[src/rtl/mips_pkg.sv]
// Shared encodings for the multicycle MIPS control path: opcodes, funct fields,
// ALU operation codes, FSM state encoding and the bundled control word.
package mips_pkg;

   localparam logic [5:0] OP_RTYPE = 6'h00;
   localparam logic [5:0] OP_J     = 6'h02;
   localparam logic [5:0] OP_BEQ   = 6'h04;
   localparam logic [5:0] OP_ADDI  = 6'h08;
   localparam logic [5:0] OP_LW    = 6'h23;
   localparam logic [5:0] OP_SW    = 6'h2B;

   localparam logic [5:0] FUNCT_ADD = 6'h20;
   localparam logic [5:0] FUNCT_SUB = 6'h22;
   localparam logic [5:0] FUNCT_AND = 6'h24;
   localparam logic [5:0] FUNCT_OR  = 6'h25;
   localparam logic [5:0] FUNCT_SLT = 6'h2A;
   localparam logic [5:0] FUNCT_MUL = 6'h18;

   localparam logic [2:0] ALU_AND = 3'd0;
   localparam logic [2:0] ALU_OR  = 3'd1;
   localparam logic [2:0] ALU_ADD = 3'd2;
   localparam logic [2:0] ALU_SUB = 3'd4;
   localparam logic [2:0] ALU_MUL = 3'd5;
   localparam logic [2:0] ALU_SLT = 3'd6;

   localparam logic [3:0] S_FETCH    = 4'd0;
   localparam logic [3:0] S_DECODE   = 4'd1;
   localparam logic [3:0] S_MEMADR   = 4'd2;
   localparam logic [3:0] S_MEMRD    = 4'd3;
   localparam logic [3:0] S_MEMWB    = 4'd4;
   localparam logic [3:0] S_MEMWR    = 4'd5;
   localparam logic [3:0] S_EXECUTE  = 4'd6;
   localparam logic [3:0] S_ALUWB    = 4'd7;
   localparam logic [3:0] S_BRANCH   = 4'd8;
   localparam logic [3:0] S_ADDIEXEC = 4'd9;
   localparam logic [3:0] S_ADDIWB   = 4'd10;
   localparam logic [3:0] S_JUMP     = 4'd11;

   typedef struct packed {
      logic       pc_write;
      logic       branch;
      logic       ir_write;
      logic       mem_write;
      logic       reg_write;
      logic       i_or_d;
      logic       mem_to_reg;
      logic       reg_dst;
      logic       alu_src_a;
      logic [1:0] alu_src_b;
      logic [1:0] pc_src;
      logic [2:0] alu_sel;
   } ctrl_t;

   localparam ctrl_t CTRL_NONE = '0;

endpackage

[src/rtl/alu_decoder.sv]
// Combinational funct -> ALU operation mapping used by R-type execution.
// Unrecognised funct codes fall back to ADD.
module alu_decoder
   import mips_pkg::*;
(
   input  logic [5:0] funct,
   output logic [2:0] alu_sel
);

   always_comb begin
      alu_sel = ALU_ADD;
      case (funct)
         FUNCT_ADD: alu_sel = ALU_ADD;
         FUNCT_SUB: alu_sel = ALU_SUB;
         FUNCT_AND: alu_sel = ALU_AND;
         FUNCT_OR:  alu_sel = ALU_OR;
         FUNCT_SLT: alu_sel = ALU_SLT;
         FUNCT_MUL: alu_sel = ALU_MUL;
         default:   alu_sel = ALU_ADD;
      endcase
   end

endmodule

[src/rtl/multicycle_control.sv]
// Moore-style control FSM for a multicycle MIPS datapath. The state register is
// the only storage; outputs decode from state, and pc_en also folds in zero.
module multicycle_control
   import mips_pkg::*;
(
   input  logic       clk,
   input  logic       rst_n,
   input  logic [5:0] opcode,
   input  logic [5:0] funct,
   input  logic       zero,
   output logic       pc_en,
   output logic       ir_write,
   output logic       mem_write,
   output logic       reg_write,
   output logic       i_or_d,
   output logic       mem_to_reg,
   output logic       reg_dst,
   output logic       alu_src_a,
   output logic [1:0] alu_src_b,
   output logic [1:0] pc_src,
   output logic [2:0] alu_sel,
   output logic [3:0] state
);

   logic [3:0] r_state;
   logic [3:0] w_next_state;
   logic [2:0] w_funct_alu_sel;
   ctrl_t      w_ctrl;

   alu_decoder u_alu_decoder (
      .funct   (funct),
      .alu_sel (w_funct_alu_sel)
   );

   always_ff @(posedge clk) begin
      if (!rst_n) r_state <= S_FETCH;
      else        r_state <= w_next_state;
   end

   // opcode only steers the FSM from DECODE and MEMADR
   always_comb begin
      w_next_state = S_FETCH;
      case (r_state)
         S_FETCH: w_next_state = S_DECODE;
         S_DECODE: begin
            case (opcode)
               OP_LW, OP_SW: w_next_state = S_MEMADR;
               OP_RTYPE:     w_next_state = S_EXECUTE;
               OP_BEQ:       w_next_state = S_BRANCH;
               OP_ADDI:      w_next_state = S_ADDIEXEC;
               OP_J:         w_next_state = S_JUMP;
               default:      w_next_state = S_FETCH;
            endcase
         end
         S_MEMADR:   w_next_state = (opcode == OP_LW) ? S_MEMRD : S_MEMWR;
         S_MEMRD:    w_next_state = S_MEMWB;
         S_EXECUTE:  w_next_state = S_ALUWB;
         S_ADDIEXEC: w_next_state = S_ADDIWB;
         default:    w_next_state = S_FETCH;
      endcase
   end

   always_comb begin
      w_ctrl = CTRL_NONE;
      case (r_state)
         S_FETCH: begin
            w_ctrl.ir_write  = 1'b1;
            w_ctrl.pc_write  = 1'b1;
            w_ctrl.alu_src_b = 2'b01;
            w_ctrl.alu_sel   = ALU_ADD;
            w_ctrl.pc_src    = 2'b00;
         end
         S_DECODE: begin
            w_ctrl.alu_src_b = 2'b11;
            w_ctrl.alu_sel   = ALU_ADD;
         end
         S_MEMADR, S_ADDIEXEC: begin
            w_ctrl.alu_src_a = 1'b1;
            w_ctrl.alu_src_b = 2'b10;
            w_ctrl.alu_sel   = ALU_ADD;
         end
         S_MEMRD: w_ctrl.i_or_d = 1'b1;
         S_MEMWB: begin
            w_ctrl.reg_write  = 1'b1;
            w_ctrl.mem_to_reg = 1'b1;
         end
         S_MEMWR: begin
            w_ctrl.i_or_d    = 1'b1;
            w_ctrl.mem_write = 1'b1;
         end
         S_EXECUTE: begin
            w_ctrl.alu_src_a = 1'b1;
            w_ctrl.alu_src_b = 2'b00;
            w_ctrl.alu_sel   = w_funct_alu_sel;
         end
         S_ALUWB: begin
            w_ctrl.reg_write = 1'b1;
            w_ctrl.reg_dst   = 1'b1;
         end
         S_ADDIWB: w_ctrl.reg_write = 1'b1;
         S_BRANCH: begin
            w_ctrl.alu_src_a = 1'b1;
            w_ctrl.alu_src_b = 2'b00;
            w_ctrl.alu_sel   = ALU_SUB;
            w_ctrl.branch    = 1'b1;
            w_ctrl.pc_src    = 2'b01;
         end
         S_JUMP: begin
            w_ctrl.pc_write = 1'b1;
            w_ctrl.pc_src   = 2'b10;
         end
         default: w_ctrl = CTRL_NONE;
      endcase
   end

   // Reset gates every output combinationally so nothing strobes before FETCH
   assign pc_en      = rst_n & (w_ctrl.pc_write | (w_ctrl.branch & zero));
   assign ir_write   = rst_n & w_ctrl.ir_write;
   assign mem_write  = rst_n & w_ctrl.mem_write;
   assign reg_write  = rst_n & w_ctrl.reg_write;
   assign i_or_d     = rst_n & w_ctrl.i_or_d;
   assign mem_to_reg = rst_n & w_ctrl.mem_to_reg;
   assign reg_dst    = rst_n & w_ctrl.reg_dst;
   assign alu_src_a  = rst_n & w_ctrl.alu_src_a;
   assign alu_src_b  = rst_n ? w_ctrl.alu_src_b : 2'b00;
   assign pc_src     = rst_n ? w_ctrl.pc_src    : 2'b00;
   assign alu_sel    = rst_n ? w_ctrl.alu_sel   : 3'b000;
   assign state      = rst_n ? r_state          : 4'd0;

endmodule

[config.mk]
export PLATFORM = sky130hd
export DESIGN_NAME = multicycle_control
export DESIGN_NICKNAME = d
export VERILOG_FILES = /design/src/rtl/mips_pkg.sv /design/src/rtl/alu_decoder.sv /design/src/rtl/multicycle_control.sv
export SDC_FILE = /design/constraint.sdc
export NUM_CORES = 1
export LEC_CHECK = 0
export ABC_CLOCK_PERIOD_IN_PS = 1370
export CAP_MARGIN = 20
export CORE_MARGIN = 2
export CORE_UTILIZATION = 37
export DETAILED_ROUTE_END_ITERATION = 8
export GPL_ROUTABILITY_DRIVEN = 0
export PLACE_DENSITY_LB_ADDON = 0.1
export SYNTH_ARGS = -nofsm -noshare
export SYNTH_HDL_FRONTEND = slang
export SYNTH_SLANG_ARGS = --single-unit
[constraint.sdc]
create_clock -name clk -period 1.37 [get_ports clk]
set_input_delay 0.137 -clock clk [delete_from_list [all_inputs] [get_ports clk]]
set_output_delay 0.137 -clock clk [all_outputs]
set_load 0.01 [all_outputs]
Word level (Yosys, flattened, before mapping)

Cells that the tools add are included.

Bits of input ports: 15
Register bits: 4
Logic and storage cells: 61
Output and inout port bits: 19

Reduce and logical (&&, ||, !) cells: 9
Eq/ne operators: 21
Muxes and demuxes: 20
Bitwise operators: 10

Operators with widths:

| kind                                                            | number |
|---|---|
| 6-bit == test, second input constant                            | 6 |
| 4-bit one-hot mux with 6 select lines                           | 1 |
| 4-bit one-hot mux with 5 select lines                           | 1 |
| 4-bit by 3-bit == test with 1-bit output, second input constant | 4 |
| 4-bit == test, second input constant                            | 4 |
| 3-bit one-hot mux with 5 select lines                           | 1 |
| 1-bit AND                                                       | 9 |
| 1-bit 2-to-1 mux                                                | 9 |
| 3-bit one-hot mux with 3 select lines                           | 1 |
| 4-bit by 2-bit == test with 1-bit output, second input constant | 2 |
| 2-bit OR reduction                                              | 4 |
| 4-bit OR reduction                                              | 2 |
| 6-bit by 2-bit == test with 1-bit output, second input constant | 1 |
| 6-bit by 3-bit == test with 1-bit output, second input constant | 1 |
| 6-bit by 4-bit == test with 1-bit output, second input constant | 1 |
| 6-bit by 5-bit == test with 1-bit output, second input constant | 1 |
| 6-bit zero test                                                 | 1 |
| 3-bit 2-to-1 mux                                                | 2 |
| 2-bit one-hot mux with 3 select lines                           | 1 |
| 4-bit by 1-bit == test with 1-bit output, second input constant | 1 |
| 4-bit zero test                                                 | 1 |
| 2-bit 2-to-1 mux                                                | 2 |
| 4-bit 2-to-1 mux                                                | 1 |
| 2-bit one-hot mux with 2 select lines                           | 1 |
| other kinds (2)                                                 | 2 |

Depth between registers and ports, before layout

Depth after elaboration: 5
Gate-level depth with buffers: 5
Gate-level depth less buffers: 4

Modules after synthesis

Synthesis repeated with hierarchy kept, for this count alone.

Cell total of the unflattened synthesis: 89
Area, all modules: 591.8 µm²

Modules (own cells, without submodules):

| module             | times used | area each (µm²) | cells an instance | seq. area each (µm²) |
|---|---|---|---|---|
| multicycle_control | 1          | 511.7           | 77                | 80.1 |
| alu_decoder        | 1          | 80.1            | 12                | 0.0 |

Least setup slack after synthesis

Ideal clock, no wire load.

Kind: reg-to-output
From: reg r_state[3]
To: out alu_sel[0]
Data required time: 1.233 ns
Path slack: 0.097 ns
Path buffers: 1
Arrival: 1.136 ns
Cell stages (with the launch flop): 4
Cell sequence: dfxtp_1 -> buf_2 -> nand3b_1 -> nor4_1

Cells in the longest elaborated chain, start to end: 4
Elaborated cells on any way between the ends: 9
Classes of those cells: 5 x eq/ne; 2 x mux; 2 x reduce/logical

Ends and longest elaborated chain:

| what                                                                   | RTL line                  | text |
|---|---|---|
| from (decl)                                                            | multicycle_control.sv:25  | `logic [3:0] r_state;` |
| from (signal assigned)                                                 | multicycle_control.sv:37  | `else r_state <= w_next_state;` |
| 4-bit by 2-bit == test with 1-bit output, or another cell as far along | multicycle_control.sv:65  | `case (r_state)` |
| 4-bit OR reduction (no source line)                                    | n/a                       |  |
| 3-bit one-hot mux with 3 select lines (*)                              | multicycle_control.sv:65  |  |
| 3-bit 2-to-1 mux (*)                                                   | multicycle_control.sv:127 | `assign alu_sel = rst_n ? w_ctrl.alu_sel : 3'b000;` |
| to (decl)                                                              | multicycle_control.sv:21  | `output logic [2:0] alu_sel,` |

Every way passes the cells marked *; elsewhere a longest branch is shown, timed or not.

Final worst setup path

Same ends and word-level chain as after synthesis.

==> summary.md <==
| Metric | Value |
|---|---|
| Status | `complete, but fails checks` |
| Failing checks | `setup timing` |
| Final #Nets | `about 170` |
| Diode count | `0` |
| Initial Util | `approximately 40%` |
| HPWL Detailed | `1610 um` |
| Number of max-cap violations | `0` |
| Vias in the first global route | `around 900` |
| Clock Path Buffers | `2` |
| R2R depth | `6` |
| Clock root cell | `clkbuf_4` |
| Total wire length | `around 2900 um` |
| DRT iter0 DRCs | `27` |
| Pwr per Cell Area | `about 370 nW/um^2` |
| Clk sinks | `4` |
| Hold_ws | `between 0.5 and 0.6 ns` |
| Residual DRC | `0` |
| Data required, critical path | `between 1 and 1.5 ns` |
| Rows | `14` |
| Largest register FFs | `4` |
| Largest reg by FF count | `r_state` |
| Mapped cell area | `598 sq um` |
| Slew @ Worst Pin | `0.259 ns` |
| Post-synth EDFFs | `0` |
| RSZ-0062 raised after global routing | `true` |
| Post-synthesis sequential area ratio | `a little over an eighth` |
| Seq cells post-synth | `4` |
| All-layer global routing usage | `about a quarter` |
| Synthesized area per cell | `6.87 sq um` |
| Final hold vios | `0` |
| Critical path type | `flip-flop to output port` |
| Hold Path Depth | `4` |
| Post-CTS Hold Fix Bufs | `0` |
| Warnings from Yosys | `0` |
| Total CTS buffers | `3` |
| Area of the core | `1510 sq um` |
| Crit path capture type | `output port` |
| Largest regs | `r_state: 4 flops` |
| Worst Skew | `~0.0016 ns` |
| H-tree depth | `1` |
| Antenna Violating Nets Remaining | `0` |
| Distinct cells, synth | `36` |
| Io pins | `34` |
| Port bufs | `33` |
| GR Overflow Total | `0` |
| Layout area overhead | `119%` |
| Vias per inst | `about 5.7` |
| Leakage power | `0.609 nW` |
| Length of the first detailed-routing pass in iterations | `4` |
| Largest net degree at the start of global routing | `9` |
| Die Span Y | `between 40 and 50 um` |
| Critical path arrival | `~1.4 ns` |
| Min Tclk post-route | `~1.5 ns` |
| Final Power | `~0.49 mW` |
| WL per Instance | `between 15 and 20 um` |
| Horiz. Die Dim | `approximately 44 um` |
| Synth top area cells | `dfxtp_1 (13%), a21oi_1 (6.7%), nor3_1 (6.7%)` |
| Top cells by count, synth | `a21oi_1 (8), nor3_1 (8), nor2_1 (7), o21ai_0 (6)` |
| Max Slew Vio Count | `0` |
| Global-route wire length before repair | `3840 um` |
| CTS tree | `done` |
| Fin crit share | `112%` |
| Final TNS setup | `-0.790 ns` |
| Antenna violations before repair | `0` |
| # setup viols final | `9` |
| Synth Net Count | `~100` |
| Max Freq | `roughly 0.65 GHz` |
| Synth area leader | `dfxtp_1` |
| Primary FF master, synth | `dfxtp_1` |
| Share of the synthesized area in the top cell type | `between 10% and 20%` |
| Clock insertion delay at the later pin of the skew report | `between 0.2 and 0.25 ns` |
| Share of layout cells above drive strength 1 | `54.5%` |
| CTS clk-pin slew, worst paths | `~0.040 ns` |
| Fraction of registers with async set/reset | `0%` |
| Critical-path maximum fanout | `5` |
| Relative slew slack | `around 83%` |
| Worst setup margin | `-0.165 ns` |
| Critical Path Source Type | `flip-flop` |
| Hold Crit Class | `input port to flip-flop` |
| Die area | `1950 sq um` |
| Max VDD drop | `~510 uV` |
| Synth Instances | `just under 90` |
| Vias | `between 900 and 1,000` |
[timing repair]
action                     4_1_cts  5_1_grt
cloned                           0        0
pin swaps                       10        7
setup buffers                    7        4
setup endpoints to repair       23       19
resized for setup               99       21
[cell type report]
| class | instances | area [sq um] |
|---|---|---|
| Fill cell | 83 | 195 |
| Clock buffer | 3 | 22.5 |
| Multi-Input combinational cell | 75 | 606 |
| Tap cell | 16 | 20.0 |
| Inverter | 3 | 11.3 |
| Timing Repair Buffer | 71 | 559 |
| Sequential cell | 4 | 92.6 |
[routing by layer]
layer  track usage, %  share of wire (%)  vias up
met5                0                  0        -
met4             10.9                1.4        0
met3             3.27                5.7        4
met2             44.7                 51       55
met1             32.6                 41      463
li1                 -                  -      463
[power breakdown]
| group | switching, mW | internal (mW) | total, mW |
|---|---|---|---|
| Sequential | 0.00620 | 0.117 | 0.124 |
| Combinational | 0.108 | 0.120 | 0.228 |
| Clock | 0.0409 | 0.0975 | 0.138 |
[worst paths after layout]
path	from	end	slack [ns]
worst max register to register	r_state[1]	r_state[3]	0.03
worst min-delay path	rst_n	r_state[2]	0.56
worst max-delay path	r_state[3]	alu_sel[0]	-0.16
worst min register to register	r_state[3]	r_state[0]	0.57
[stage by stage]
step	instances	setup slack (ns)	area, sq um	util [%]
after floorplan	87	0.0971	598	-
after global placement	158	-0.565	1120	74.7
after detailed placement	158	-0.650	1120	74.7
after CTS	168	-0.148	1200	80.0
after global routing	172	-0.218	1310	87.0
final	172	-0.165	1310	87.0
[cell usage in the layout (no fill, tap or decap), types with 4 or more instances in the layout]
cell             netlist  final
buf_4                  1     31
buf_2                  3     15
clkdlybuf4s50_1        0      9
a21oi_1                8      7
buf_6                  0      7
dlygate4sd2_1          0      6
and2_1                 5      5
nand3b_1               5      5
nor2_1                 7      4
o21ai_0                6      4
nor3_1                 8      4
[worst max-delay path, stage by stage (launching register included)]
cell and delay, ns:
dfxtp_2 0.33, buf_6 0.13, nand3b_1 0.19, buf_6 0.16
nor4_4 0.19, buf_2 0.18
[cell families after synthesis]
logic type | Yosys count | synth area share, %
compound gates | 23 | 22.8
flops | 4 | 13.4
buf+inv | 8 | 6.28
xor+xnor | 1 | 1.46
simple gates | 51 | 56.1
Note: power is estimated with default switching activity, not from simulation.
